[src/rtl/popcount_defs.sv]
`default_nettype none
// +------------------------------------------------------------------+
// | Package     : popcount_defs                                      |
// | Description : Shared widths, limits and state codes for popcount |
// |               consumers, plus the per-word clamp helper.         |
// | Revision    : 1.0                                                |
// +------------------------------------------------------------------+
package popcount_defs;

    localparam int WORD_W = 32;
    localparam int POP_W  = 6;
    localparam logic [POP_W-1:0] POP_MAX = 6'd32;

    localparam logic [1:0] ST_IDLE  = 2'd0;
    localparam logic [1:0] ST_ACCUM = 2'd1;
    localparam logic [1:0] ST_DONE  = 2'd2;

    // A 32-bit word can never hold more than 32 ones; larger codes saturate.
    function automatic logic [POP_W-1:0] clamp_ones(input logic [POP_W-1:0] v);
        return (v > POP_MAX) ? POP_MAX : v;
    endfunction

endpackage
`default_nettype wire

[src/rtl/popcount_frame_accumulator.sv]
`default_nettype none
// +------------------------------------------------------------------+
// | Module      : popcount_frame_accumulator                         |
// | Description : Accumulates per-word ones counts into frames and   |
// |               emits sum / word count / max per frame.            |
// | Revision    : 1.0                                                |
// +------------------------------------------------------------------+
module popcount_frame_accumulator
    import popcount_defs::*;
#(
    parameter int FRAME_LEN = 16,
    parameter int SUM_W     = $clog2(FRAME_LEN*32+1),
    parameter int CNT_W     = $clog2(FRAME_LEN+1)
) (
    input  logic             clk,
    input  logic             rst_n,
    input  logic             in_valid,
    output logic             in_ready,
    input  logic [POP_W-1:0] in_ones,
    input  logic             in_last,
    output logic             out_valid,
    input  logic             out_ready,
    output logic [SUM_W-1:0] out_sum,
    output logic [CNT_W-1:0] out_words,
    output logic [POP_W-1:0] out_max,
    output logic             err
);

    localparam logic [CNT_W-1:0] c_frame_len = CNT_W'(FRAME_LEN);

    logic [1:0]       r_state;
    logic [SUM_W-1:0] r_sum;
    logic [CNT_W-1:0] r_words;
    logic [POP_W-1:0] r_max;
    logic [SUM_W-1:0] r_out_sum;
    logic [CNT_W-1:0] r_out_words;
    logic [POP_W-1:0] r_out_max;
    logic             r_err;

    logic [1:0]       w_state_nxt;
    logic             w_accept;
    logic             w_first;
    logic             w_close;
    logic [POP_W-1:0] w_ones;
    logic [SUM_W-1:0] w_sum_nxt;
    logic [CNT_W-1:0] w_words_nxt;
    logic [POP_W-1:0] w_max_nxt;

    always_comb begin
        w_accept    = in_valid && (r_state != ST_DONE);
        w_ones      = clamp_ones(in_ones);
        // The first beat of a frame seeds the accumulators instead of adding.
        w_first     = (r_state == ST_IDLE);
        w_sum_nxt   = (w_first ? '0 : r_sum) + SUM_W'(w_ones);
        w_words_nxt = (w_first ? '0 : r_words) + CNT_W'(1);
        w_max_nxt   = (w_first || (w_ones > r_max)) ? w_ones : r_max;
        w_close     = in_last || (w_words_nxt == c_frame_len);

        w_state_nxt = r_state;
        case (r_state)
            ST_IDLE, ST_ACCUM: begin
                if (w_accept) begin
                    w_state_nxt = w_close ? ST_DONE : ST_ACCUM;
                end
            end
            ST_DONE: begin
                if (out_ready) begin
                    w_state_nxt = ST_IDLE;
                end
            end
            default: w_state_nxt = ST_IDLE;
        endcase
    end

    always_ff @(posedge clk) begin
        if (!rst_n) begin
            r_state     <= ST_IDLE;
            r_sum       <= '0;
            r_words     <= '0;
            r_max       <= '0;
            r_out_sum   <= '0;
            r_out_words <= '0;
            r_out_max   <= '0;
            r_err       <= 1'b0;
        end else begin
            r_state <= w_state_nxt;
            if (w_accept) begin
                r_sum   <= w_sum_nxt;
                r_words <= w_words_nxt;
                r_max   <= w_max_nxt;
                if (in_ones > POP_MAX) begin
                    r_err <= 1'b1;
                end
                // Result registers only change on a closing beat, so they hold through backpressure.
                if (w_close) begin
                    r_out_sum   <= w_sum_nxt;
                    r_out_words <= w_words_nxt;
                    r_out_max   <= w_max_nxt;
                end
            end
        end
    end

    assign in_ready  = (r_state != ST_DONE);
    assign out_valid = (r_state == ST_DONE);
    assign out_sum   = r_out_sum;
    assign out_words = r_out_words;
    assign out_max   = r_out_max;
    assign err       = r_err;

endmodule
`default_nettype wire

[config.mk]
export PLATFORM = sky130hd
export DESIGN_NAME = popcount_frame_accumulator
export DESIGN_NICKNAME = d
export VERILOG_FILES = /design/src/rtl/popcount_defs.sv /design/src/rtl/popcount_frame_accumulator.sv
export SDC_FILE = /design/constraint.sdc
export NUM_CORES = 1
export LEC_CHECK = 0
export ABC_AREA = 1
export CORE_ASPECT_RATIO = 1.5
export CORE_MARGIN = 5
export CORE_UTILIZATION = 47
export CTS_CLUSTER_DIAMETER = 150
export DETAILED_ROUTE_END_ITERATION = 7
export GPL_TIMING_DRIVEN = 0
export PLACE_DENSITY = 0.75
export SYNTH_ARGS = -nofsm -noshare
export SYNTH_HDL_FRONTEND = slang
export SYNTH_SLANG_ARGS = --single-unit
export TNS_END_PERCENT = 100
[constraint.sdc]
create_clock -name clk -period 7.4 [get_ports clk]
set_clock_uncertainty 0.1 [all_clocks]
set_input_delay 1.48 -clock clk [delete_from_list [all_inputs] [get_ports clk]]
set_output_delay 1.48 -clock clk [all_outputs]
set_load 0.05 [all_outputs]
==> results of run 1 <==
## critical path: cells and delay by family
family	cells	cell delay (ns)
fa+ha+maj	1	0.24
simple gates	12	1.42
compound gates	1	0.40
buf+inv	2	0.54
## cells in the mapped netlist, types with 2 or more instances
master	instances	area (um^2)
nand3_1	27	135
nor2_2	3	18.8
a211oi_1	2	15.0
xor2_1	2	17.5
o31ai_1	2	15.0
a21oi_1	33	165
nand4_1	3	18.8
nand3b_1	2	15.0
o21ai_0	14	70.1
nand2_1	93	349
nor3_1	2	10.0
o211ai_1	5	37.5
inv_2	2	7.51
dfxtp_1	45	901
inv_1	72	270
buf_2	5	25.0
xnor2_1	2	17.5
clkbuf_1	4	15.0
nor2_1	51	191
ha_1	14	175
a21oi_2	2	17.5
buf_6	3	33.8
nand2_2	4	25.0
buf_4	3	22.5
## cell type report
type                            instances  area (um^2)
Inverter                               74          278
Fill cell                             547         2330
Sequential cell                        45          901
Multi-Input combinational cell        265         1340
Buffer                                 17          131
Clock inverter                          1         7.51
Clock buffer                            7         76.3
Tap cell                               70         87.6
Timing Repair Buffer                   34          340
## power by group
group | switching, mW | internal (mW)
Combinational | 0.113 | 0.0604
Sequential | 0.00900 | 0.261
Clock | 0.0853 | 0.0670
## layer usage
| layer | wire length [um] | vias to the layer above | share of wire |
|---|---|---|---|
| met1 | 2600 | 1169 | 0.42 |
| met4 | 172 | 0 | 0.028 |
| li1 | - | 1325 | - |
| met2 | 3130 | 59 | 0.50 |
| met3 | 310 | 15 | 0.050 |
| met5 | 0 | - | 0 |
## worst paths after layout
check / from / to / slack, ns
worst max-delay path: in_ones[3] / out_max[5] / 3.46
worst min-delay path: r_sum[2] / r_sum[2] / 0.36
worst max register to register: r_state[0] / r_sum[4] / 5.03
worst min register to register: r_sum[2] / r_sum[2] / 0.36
## flip-flops by register name, indices dropped and copies added, names as in the netlist
name and count:
out_max 6, err 1, r_max 6, out_words 5, r_words 5, r_sum 10
out_sum 10, r_state 2
## cell families after synthesis
family          count (synthesis)
fa+ha+maj                      15
compound gates                 60
flops                          45
buf+inv                        91
xor+xnor                        4
simple gates                  186
==> metrics.csv, run 1 <==
metric,value,unit
crit_arrival,4.08,ns
power.total,0.596,mW
worstSetupPathType,in -> reg,
drc,0,
postCtsSetupBuffers,0,
ioPinCount,35,
place.gp.congestion,0.933,
worstMarginPinSlew,0.653,ns
grtUsageMet2,0.339,
synth-edff-count,0,
die-height,102,um
ys.flop_type,dfxtp_1,
worstPathCellList,"clkdlybuf4s50_1, nor3_1, nand3_1, nand2_1, nand2_1, inv_1, ha_1, nand2_1, nand2_1, nand2_1, nand3_1, nand2_1, nand2_1, o21ai_0, nor2_1, nor2_1",
final_nets,468,
placed_area,3070,um^2
die_area,7260,um^2
use_met3,0.0266,
hold_viol,0,
layout_min_cycle_time,3.94,ns
synth_xor_area_frac,0.0132,
fin_tns_setup,0,ns
grt_max_degree,14,
drive_above_1_share,0.0677,
synth_compound_gate_area_share,0.127,
max_freq,254,MHz
fin_crit_sh,0.533,
ir_worst_vdd,0.114,mV
crit_slowest_cell,clkdlybuf4s50_1,
ant_nets,0,
synth_top_family_by_area,simple AND/OR/NAND/NOR gates,
relSlewSlack,0.565,
startpoint_type,primary input,
final_max_slew_viol_count,0,
yosysSeqAreaShare,0.341,
cts_tree,done,
postLayoutCoreUtil,0.575,
grt_setup_unrepaired,no,
hold_ws,0.357,ns
place_hpwl,4690,um
grtUsageTotal,0.182,
syn_inst,401,
n_antenna_cell,0,
io_buffers,34,
path_common_cell,nand2_1,
cp_slowest_stage_delay,0.43,ns
dr.pass1.iters,4,
status,completed,
grt_overflow,0,
worstSkewPairLatency,0.30,ns
wl,6210,um
avgViaCountPerCell,5.01,
cap_viol_max_count,0,
cts_hold_buf,0,
r2r_cells,11,
p_per_area,189,nW/um^2
routedWlPerCell,12.1,um
core,5490,um^2
holdPathStages,2,
yosysWarnings,0,
placed_cells,505,
endpoint_kind,flop,
die_w,71.3,um
post_synth_and_or_nand_nor_area_fraction,0.291,
async_flop_share,0,
top_usage_layer,met2,
crit_required,7.54,ns
use_met1,0.207,
hold_path.class,reg -> reg,
area_delta_synth_final,19.3,%
most-common-layout-cells,"nand2_1 (93), inv_1 (72), nor2_1 (51), dfxtp_1 (45), clkdlybuf4s50_1 (34)",
cts_buffer_depth,2,
ctsResizeCount,0,
synth_seq_cells,45,
htreeDepth,2,
first_iter_violations,167,
yosysUniqueCellTypes,30,
setup_viol,0,
cts.clk_slew.worst_paths,0.09,ns
grt_pass1_vias,2422,
final_common_cell,nand2_1,
numCtsBuffers,5,
start_util,0.482,
postLayoutCellArea,3160,um^2
p_leak,1.61,nW
cts_root_buffer,clkbuf_8,
synthMuxAreaShare,0,
grt_pass1_wl,10700,um
fin_cells,513,
syn_avg_cell_area,6.60,um^2
antenna_found_initial,0,
synthAdderAreaFrac,0.0738,
num_vias,2568,
synthesis.nets,427,
fp-row-count,33,
netlist_area,2650,um^2
pre_cts_slack,3.22,ns
clock_sinks,45,
worst_slack,3.46,ns
crit_path_max_fanout,7,
(Power assumes the default switching activity.)
==> inputs of run 2 (changes only) <==
==> constraint.sdc (replaced) <==
create_clock -name clk -period 4.05 [get_ports clk]
set_clock_uncertainty 0.1 [all_clocks]
set_input_delay 0.81 -clock clk [delete_from_list [all_inputs] [get_ports clk]]
set_output_delay 0.81 -clock clk [all_outputs]
set_load 0.05 [all_outputs]
==> results of run 2 <==
The final DEF is identical to that of run 1. Status: completed.
Among the figures that moved: setup slack after placement 3.22 ns -> 0.539 ns; setup slack after layout 3.46 ns -> 0.777 ns; register-to-register setup slack 5.03 ns -> 1.68 ns; total power 0.596 mW -> 1.09 mW; worst IR drop on VDD 0.114 mV -> 0.208 mV
